==> src/rtl/spi_word_cmd_sequencer.sv <==
// Command sequencer behind the 64-bit SPI word engine: header decode, WRITE/READ register bursts, status word.
// Optional build macro CMD_CHECKSUM_EN: header [7:0] must equal the XOR of header bytes [63:8].
//
// state    | meaning
// ---------+-------------------------------------------------------------
// ST_IDLE  | waiting for a header word; word_send_data tracks STATUS
// ST_WRITE | each received word is written to the bank at the burst address
// ST_READ  | bank data is loaded into word_send_data; payload words ignored
module spi_word_cmd_sequencer #(
    parameter int         NUM_REGS     = 8,
    parameter int         MAX_PAYLOAD  = 4,
    parameter logic [7:0] STATUS_MAGIC = 8'hA5
) (
    input  logic                        clk,
    input  logic                        resetn,
    input  logic                        CS,
    input  logic                        word_received,
    input  logic [63:0]                 word_data_received,
    output logic [63:0]                 word_send_data,
    output logic                        reg_wr_en,
    output logic [$clog2(NUM_REGS)-1:0] reg_wr_addr,
    output logic [63:0]                 reg_wr_data,
    output logic [$clog2(NUM_REGS)-1:0] reg_rd_addr,
    input  logic [63:0]                 reg_rd_data,
    output logic                        busy,
    output logic                        cmd_error,
    output logic [7:0]                  err_count
);

    localparam int         AW       = $clog2(NUM_REGS);
    localparam logic [7:0] MAX_N    = MAX_PAYLOAD[7:0];
    localparam logic [7:0] OP_NOP   = 8'h00;
    localparam logic [7:0] OP_WRITE = 8'h01;
    localparam logic [7:0] OP_READ  = 8'h02;
    localparam logic [AW-1:0] ADDR_ONE = 1;

    typedef enum logic [1:0] {
        ST_IDLE  = 2'd0,
        ST_WRITE = 2'd1,
        ST_READ  = 2'd2
    } state_t;

    state_t         state_r, state_n;
    logic [AW-1:0]  addr_r, addr_n;
    logic [7:0]     cnt_r, cnt_n;
    logic           cs_q;
    logic [1:0]     rd_pipe, pipe_n;
    logic           err_pend, err_pend_n;

    logic [63:0]    send_n;
    logic           wr_en_n;
    logic [AW-1:0]  wr_addr_n;
    logic [63:0]    wr_data_n;
    logic [AW-1:0]  rd_addr_n;
    logic           err_flag_n;
    logic [7:0]     err_count_n;
    logic [1:0]     inc;
    logic [8:0]     err_sum;
    logic           hdr_err;

    logic [7:0]     hdr_op;
    logic [AW-1:0]  hdr_addr;
    logic [7:0]     hdr_n;
    logic           chk_ok;
    logic           cs_rise;

    assign hdr_op   = word_data_received[63:56];
    assign hdr_addr = word_data_received[48 +: AW];
    assign hdr_n    = word_data_received[47:40];
    assign cs_rise  = CS & ~cs_q;
    assign busy     = (state_r != ST_IDLE);

`ifdef CMD_CHECKSUM_EN
    logic [7:0] hdr_xor;
    assign hdr_xor = word_data_received[63:56] ^ word_data_received[55:48]
                   ^ word_data_received[47:40] ^ word_data_received[39:32]
                   ^ word_data_received[31:24] ^ word_data_received[23:16]
                   ^ word_data_received[15:8];
    assign chk_ok  = (word_data_received[7:0] == hdr_xor);
`else
    assign chk_ok  = 1'b1;
`endif

    always_comb begin
        state_n    = state_r;
        addr_n     = addr_r;
        cnt_n      = cnt_r;
        pipe_n     = {rd_pipe[0], 1'b0};
        err_pend_n = 1'b0;
        send_n     = word_send_data;
        wr_en_n    = 1'b0;
        wr_addr_n  = reg_wr_addr;
        wr_data_n  = reg_wr_data;
        rd_addr_n  = reg_rd_addr;
        hdr_err    = 1'b0;
        inc        = 2'd0;

        case (state_r)
            ST_IDLE: begin
                if (word_received) begin
                    if (!chk_ok) begin
                        hdr_err = 1'b1;
                    end else begin
                        case (hdr_op)
                            OP_NOP: begin
                            end
                            OP_WRITE, OP_READ: begin
                                if (hdr_n > MAX_N) begin
                                    hdr_err = 1'b1;
                                end else if (hdr_n != 8'd0) begin
                                    addr_n = hdr_addr;
                                    cnt_n  = hdr_n;
                                    if (hdr_op == OP_WRITE) begin
                                        state_n = ST_WRITE;
                                    end else begin
                                        state_n   = ST_READ;
                                        rd_addr_n = hdr_addr;
                                        pipe_n    = 2'b01;
                                    end
                                end
                            end
                            default: hdr_err = 1'b1;
                        endcase
                    end
                end
            end
            ST_WRITE: begin
                if (word_received) begin
                    wr_en_n   = 1'b1;
                    wr_addr_n = addr_r;
                    wr_data_n = word_data_received;
                    addr_n    = addr_r + ADDR_ONE;
                    cnt_n     = cnt_r - 8'd1;
                    if (cnt_r == 8'd1) begin
                        state_n = ST_IDLE;
                    end
                end
            end
            ST_READ: begin
                if (word_received) begin
                    addr_n    = addr_r + ADDR_ONE;
                    rd_addr_n = addr_r + ADDR_ONE;
                    cnt_n     = cnt_r - 8'd1;
                    if (cnt_r == 8'd1) begin
                        state_n = ST_IDLE;
                        pipe_n  = 2'b00;
                    end else begin
                        pipe_n  = {rd_pipe[0], 1'b1};
                    end
                end
            end
            default: state_n = ST_IDLE;
        endcase

        // Abort after the coincident word is handled; the error is raised a cycle
        // later so it never lands on the same cycle as that word's write strobe.
        if (cs_rise && (state_r != ST_IDLE) && (state_n != ST_IDLE)) begin
            state_n    = ST_IDLE;
            pipe_n     = 2'b00;
            err_pend_n = 1'b1;
        end

        // Bank data is valid two cycles after reg_rd_addr moves.
        if (rd_pipe[1] && (state_n == ST_READ)) begin
            send_n = reg_rd_data;
        end
        if (state_n == ST_IDLE) begin
            send_n = {STATUS_MAGIC, 6'b0, state_n, err_count, 40'b0};
        end

        if (hdr_err) begin
            inc = inc + 2'd1;
        end
        if (err_pend) begin
            inc = inc + 2'd1;
        end
        err_flag_n  = hdr_err | err_pend;
        err_sum     = {1'b0, err_count} + {7'b0, inc};
        err_count_n = err_sum[8] ? 8'hFF : err_sum[7:0];
    end

    always_ff @(posedge clk or negedge resetn) begin
        if (!resetn) begin
            state_r        <= ST_IDLE;
            addr_r         <= '0;
            cnt_r          <= 8'd0;
            cs_q           <= 1'b1;
            rd_pipe        <= 2'b00;
            err_pend       <= 1'b0;
            word_send_data <= {STATUS_MAGIC, 56'b0};
            reg_wr_en      <= 1'b0;
            reg_wr_addr    <= '0;
            reg_wr_data    <= 64'd0;
            reg_rd_addr    <= '0;
            cmd_error      <= 1'b0;
            err_count      <= 8'd0;
        end else begin
            state_r        <= state_n;
            addr_r         <= addr_n;
            cnt_r          <= cnt_n;
            cs_q           <= CS;
            rd_pipe        <= pipe_n;
            err_pend       <= err_pend_n;
            word_send_data <= send_n;
            reg_wr_en      <= wr_en_n;
            reg_wr_addr    <= wr_addr_n;
            reg_wr_data    <= wr_data_n;
            reg_rd_addr    <= rd_addr_n;
            cmd_error      <= err_flag_n;
            err_count      <= err_count_n;
        end
    end

endmodule

==> config.mk <==
export PLATFORM = sky130hd
export DESIGN_NAME = spi_word_cmd_sequencer
export DESIGN_NICKNAME = d
export VERILOG_FILES = /design/src/rtl/spi_word_cmd_sequencer.sv
export SDC_FILE = /design/constraint.sdc
export NUM_CORES = 1
export LEC_CHECK = 0
export ABC_CLOCK_PERIOD_IN_PS = 3000
export CAP_MARGIN = 10
export CORE_MARGIN = 10
export CORE_UTILIZATION = 43
export CTS_CLUSTER_DIAMETER = 150
export CTS_CLUSTER_SIZE = 12
export DETAILED_ROUTE_END_ITERATION = 16
export PLACE_DENSITY_LB_ADDON = 0.12
export SLEW_MARGIN = 40
export SYNTH_ARGS = -nofsm -noshare
export SYNTH_HDL_FRONTEND = slang
export SYNTH_SLANG_ARGS = --single-unit
==> constraint.sdc <==
create_clock -name clk -period 3 [get_ports clk]
set_input_delay 0.6 -clock clk [delete_from_list [all_inputs] [get_ports clk]]
set_output_delay 0.6 -clock clk [all_outputs]
set_load 0.03 [all_outputs]
==> summary.md, run 1 <==
| Metric | Value |
|---|---|
| Outcome | finished, final reports clean |
| PnR worst setup slack | 101.1 ps |
| Switching part of the total power | between 20% and 30% |
| Die area | about 0.021 mm^2 |
| Area Growth Syn to Fin | 55.73% |
| Sw Pwr | between 1 and 1.5 mW |
| Clk sinks | 161 |
| Die X | approximately 140 um |
| Peak VDD IR | 0.4600 mV |
| Tightest Pin Transition | 571.2 ps |
| Synth warn | 0 |
| Syn_nets | 633 |
| Antenna violations before repair | 0 |
| Global-route wire length before repair | 31,440 um |
| CP delay by family, top | adder cells |
| Via count | around 5,300 |
| RePlAce Congestion | 0.8471 |
| Setup crit end kind | flop |
| Period utilization | 96.63% |
| CTS tree | built |
| Bufs and invs on worst path | 4 |
| Drt pass-1 iters | 5 |
| Gate Count Post-Synth | 489 |
| Bufs on Longest Clock Path | 2 |
| Avg Inst Size Synth | 13.71 um^2 |
| Starting DRT DRC Count | around 340 |
| Clock network power share | 36.8% |
| Critical Path Max Stage Delay | 540 ps |
| Starting density of the core | 43.95% |
| Post-DR wirelength/cell | slightly above 20 um |
| Vias in the first global route | 5,420 |
| Register area | 0.004035 mm^2 |
| # rows | 45 |
| Total gr overflow | 0 |
| Primary FF master, synth | dfrtp_1 |
| Fill cell count | 1,075 |
| Number of synthesized flops with an enable pin | 0 |
| Slowest stage cell, crit path | clkdlybuf4s50_1 |
| # H-tree levels | 4 |
| Number of max-cap violations | 0 |
| Final setup TNS | 0 ps |
| Setup Buffers After CTS | 0 |
| Worst slack, placed | -578.1 ps |
| Worst skew pair latency | 420 ps |
| Ys async rst share | between 90% and 100% |
| Sequential cell area fraction in the yosys report | 60.17% |
| FMAX | 345.0 MHz |
| Post-DP HPWL | 16,390 um |
| WP data required | 3310 ps |
| Multi-input logic area | 0.002417 mm^2 |
| Clock root cell | clkbuf_16 |
| PwrDens | between 500 and 600 mW/mm^2 |
| Core area | 0.01526 mm^2 |
| Worst-path cell chain | clkdlybuf4s50_1 -> a21oi_2 -> a31oi_2 -> nor2_2 -> nor3_2 -> buf_4 -> inv_1 -> ha_1 -> ha_1 -> inv_1 -> fa_2 -> nor2_2 -> nand2_2 -> nor3_2 -> nor2_1 |
| Type of the tightest min-delay check | primary input to async pin |
| Nets@finish | around 940 |
| # setup viols final | 0 |
| Final min period | 2899 ps |
| CP startpoint kind | primary input |
| WP data arrival | 3200 ps |
| Number of antenna cells inserted | 0 |
| Routed Antenna Nets | 0 |
| Hold_buf cts | 0 |
| Commonest non-fill, non-tap cell in the layout | clkdlybuf4s50_1 |
| Routed Wire Length | 21,140 um |
| Slew HR | between 60% and 70% |
| Netlist Area Pre-Place | 0.006706 mm^2 |
| Share of cells above drive strength 1 | 20.45% |
| # port buffers | 276 |
| Seq pwr share | 44.6% |
| Reg clk slew, reported paths | 60 ps |
| Register bit total from synthesis | 161 |
| Total Routing Usage GR | 19.51% |
| Remaining DRCs | 0 |
| Num CTS Buffers | 17 |
| DIE HEIGHT | around 140 um |
| Pint | 3.959 mW |
| Power Total | between 5 and 6 mW |
| Worst Clk Skew | between 8 and 9 ps |
| Comb pwr share | 18.6% |
| Netlist cell types | 56 |
| Final hold viol count | 0 |
| Largest net degree at the start of global routing | 60 |
| Setup CP Type | primary input to flop |
| DR vias/cell | between 5 and 6 |
| Most frequent cells in the layout | clkdlybuf4s50_1, dfrtp_1, mux2_2 |
| Standby leakage power | 4.751 nW |
| Top Ports | 277 |
| Crit-path max FO | 5 |
| Max Slew Vio Count | 0 |
## kinds of logic (layout without fill, tap and decap cells)
logic type	count (synthesis)	in the layout	synth area share (%)
AOI/OAI and AO/OA	121	121	13.92
xor gates and xnor gates	3	3	0.3919
adders and majority gates	12	12	2.351
buffers and inverters	44	362	4.310
DFF	161	161	60.17
muxes	75	75	12.52
and+or+nand+nor	73	73	6.343
## stage by stage
stage	util [%]	instances	hold WS (ps)	area [um^2]
floorplan	-	489	304.4	6706
global placement	64.60	986	464.9	9857
detailed placement	64.60	986	480.2	9857
CTS	68.28	1018	162.0	10420
global route	68.45	1018	153.8	10440
finish	68.45	1018	131.0	10440
## cells in the mapped netlist (all sizes together) (4+ instances only)
library cell	instances	area [um^2]
inv	19	73.82
mux2i	4	40.04
o22ai	12	75.07
dfstp	5	131.4
o21ai	12	63.81
o22a	5	43.79
mux2	71	799.5
nand3	7	35.03
nor3	5	36.29
clkbuf	8	30.03
nor2	15	72.57
a2bb2oi	12	105.1
nor4	4	52.55
buf	17	185.2
or3	4	25.02
dfrtp	156	3904
ha	11	137.6
a31oi	5	31.28
a21oi	12	63.81
a22o	53	464.2
nand2	22	85.09
## state kept, by name, indices dropped and copies added (netlist names)
register        flops
word_send_data     64
reg_wr_data        64
state_r             2
cs_q                1
rd_pipe             2
reg_wr_en           1
cmd_error           1
reg_rd_addr         3
cnt_r               8
err_pend            1
err_count           8
reg_wr_addr         3
addr_r              3
## area by class of cell
| cell class | instances | area share [%] |
|---|---|---|
| clock buffers | 22 | 4.349 |
| clock inverters | 10 | 0.8626 |
| inverters | 19 | 0.7068 |
| multi-input cells | 284 | 23.15 |
| flip-flops and latches | 161 | 38.64 |
| well taps | 211 | 2.528 |
| repair buffers | 311 | 29.77 |
## power groups by stage
stage                     Combinational [mW]  Sequential (mW)  Clock, mW
after floorplan                        0.250             2.65          0
after global placement                 0.990             2.46          0
after detailed placement                1.01             2.46          0
after CTS                               1.02             2.43       2.05
after global routing                    1.07             2.44       2.16
final                                   1.01             2.43       2.00
## final timing paths
| check | start | to | slack [ps] | depth (start not counted) |
|---|---|---|---|---|
| max | word_data_received[56] | err_count[6]$_DFF_PN0_ | 100 | 15 |
| min | resetn | reg_wr_data[23]$_DFFE_PN0P_ | 130 | 1 |
| max reg2reg | state_r[0]$_DFF_PN0_ | err_count[6]$_DFF_PN0_ | 300 | 14 |
| min reg2reg | word_send_data[24]$_DFFE_PN0P_ | word_send_data[24]$_DFFE_PN0P_ | 500 | 1 |
| max in group asynchronous | resetn | word_send_data[35]$_DFFE_PN0P_ | 1940 | 2 |
| min in group clk | word_send_data[24]$_DFFE_PN0P_ | word_send_data[24]$_DFFE_PN0P_ | 500 | 1 |
## metal layers
metal  GRT usage [%]  part of all wire (%)  vias to the layer above
li1                -                     -                     2420
met1           22.12                    38                     2589
met2           33.31                    50                      233
met3           8.279                    11                       15
met4           4.628                   1.1                        0
met5               0                     0                        -
## timing repair
item,4_1_cts,5_1_grt
gates resized for setup,5,8
pin swaps,0,2
hold endpoints to repair,0,0
setup endpoints to repair,8,7
(Power assumes the default switching activity.)
==> inputs of run 2 (changes only) <==
HOLD_SLACK_MARGIN = 0.02   (was not set)
==> results of run 2 <==
Same layout as run 1: the final DEF is identical, and so are final timing and power.
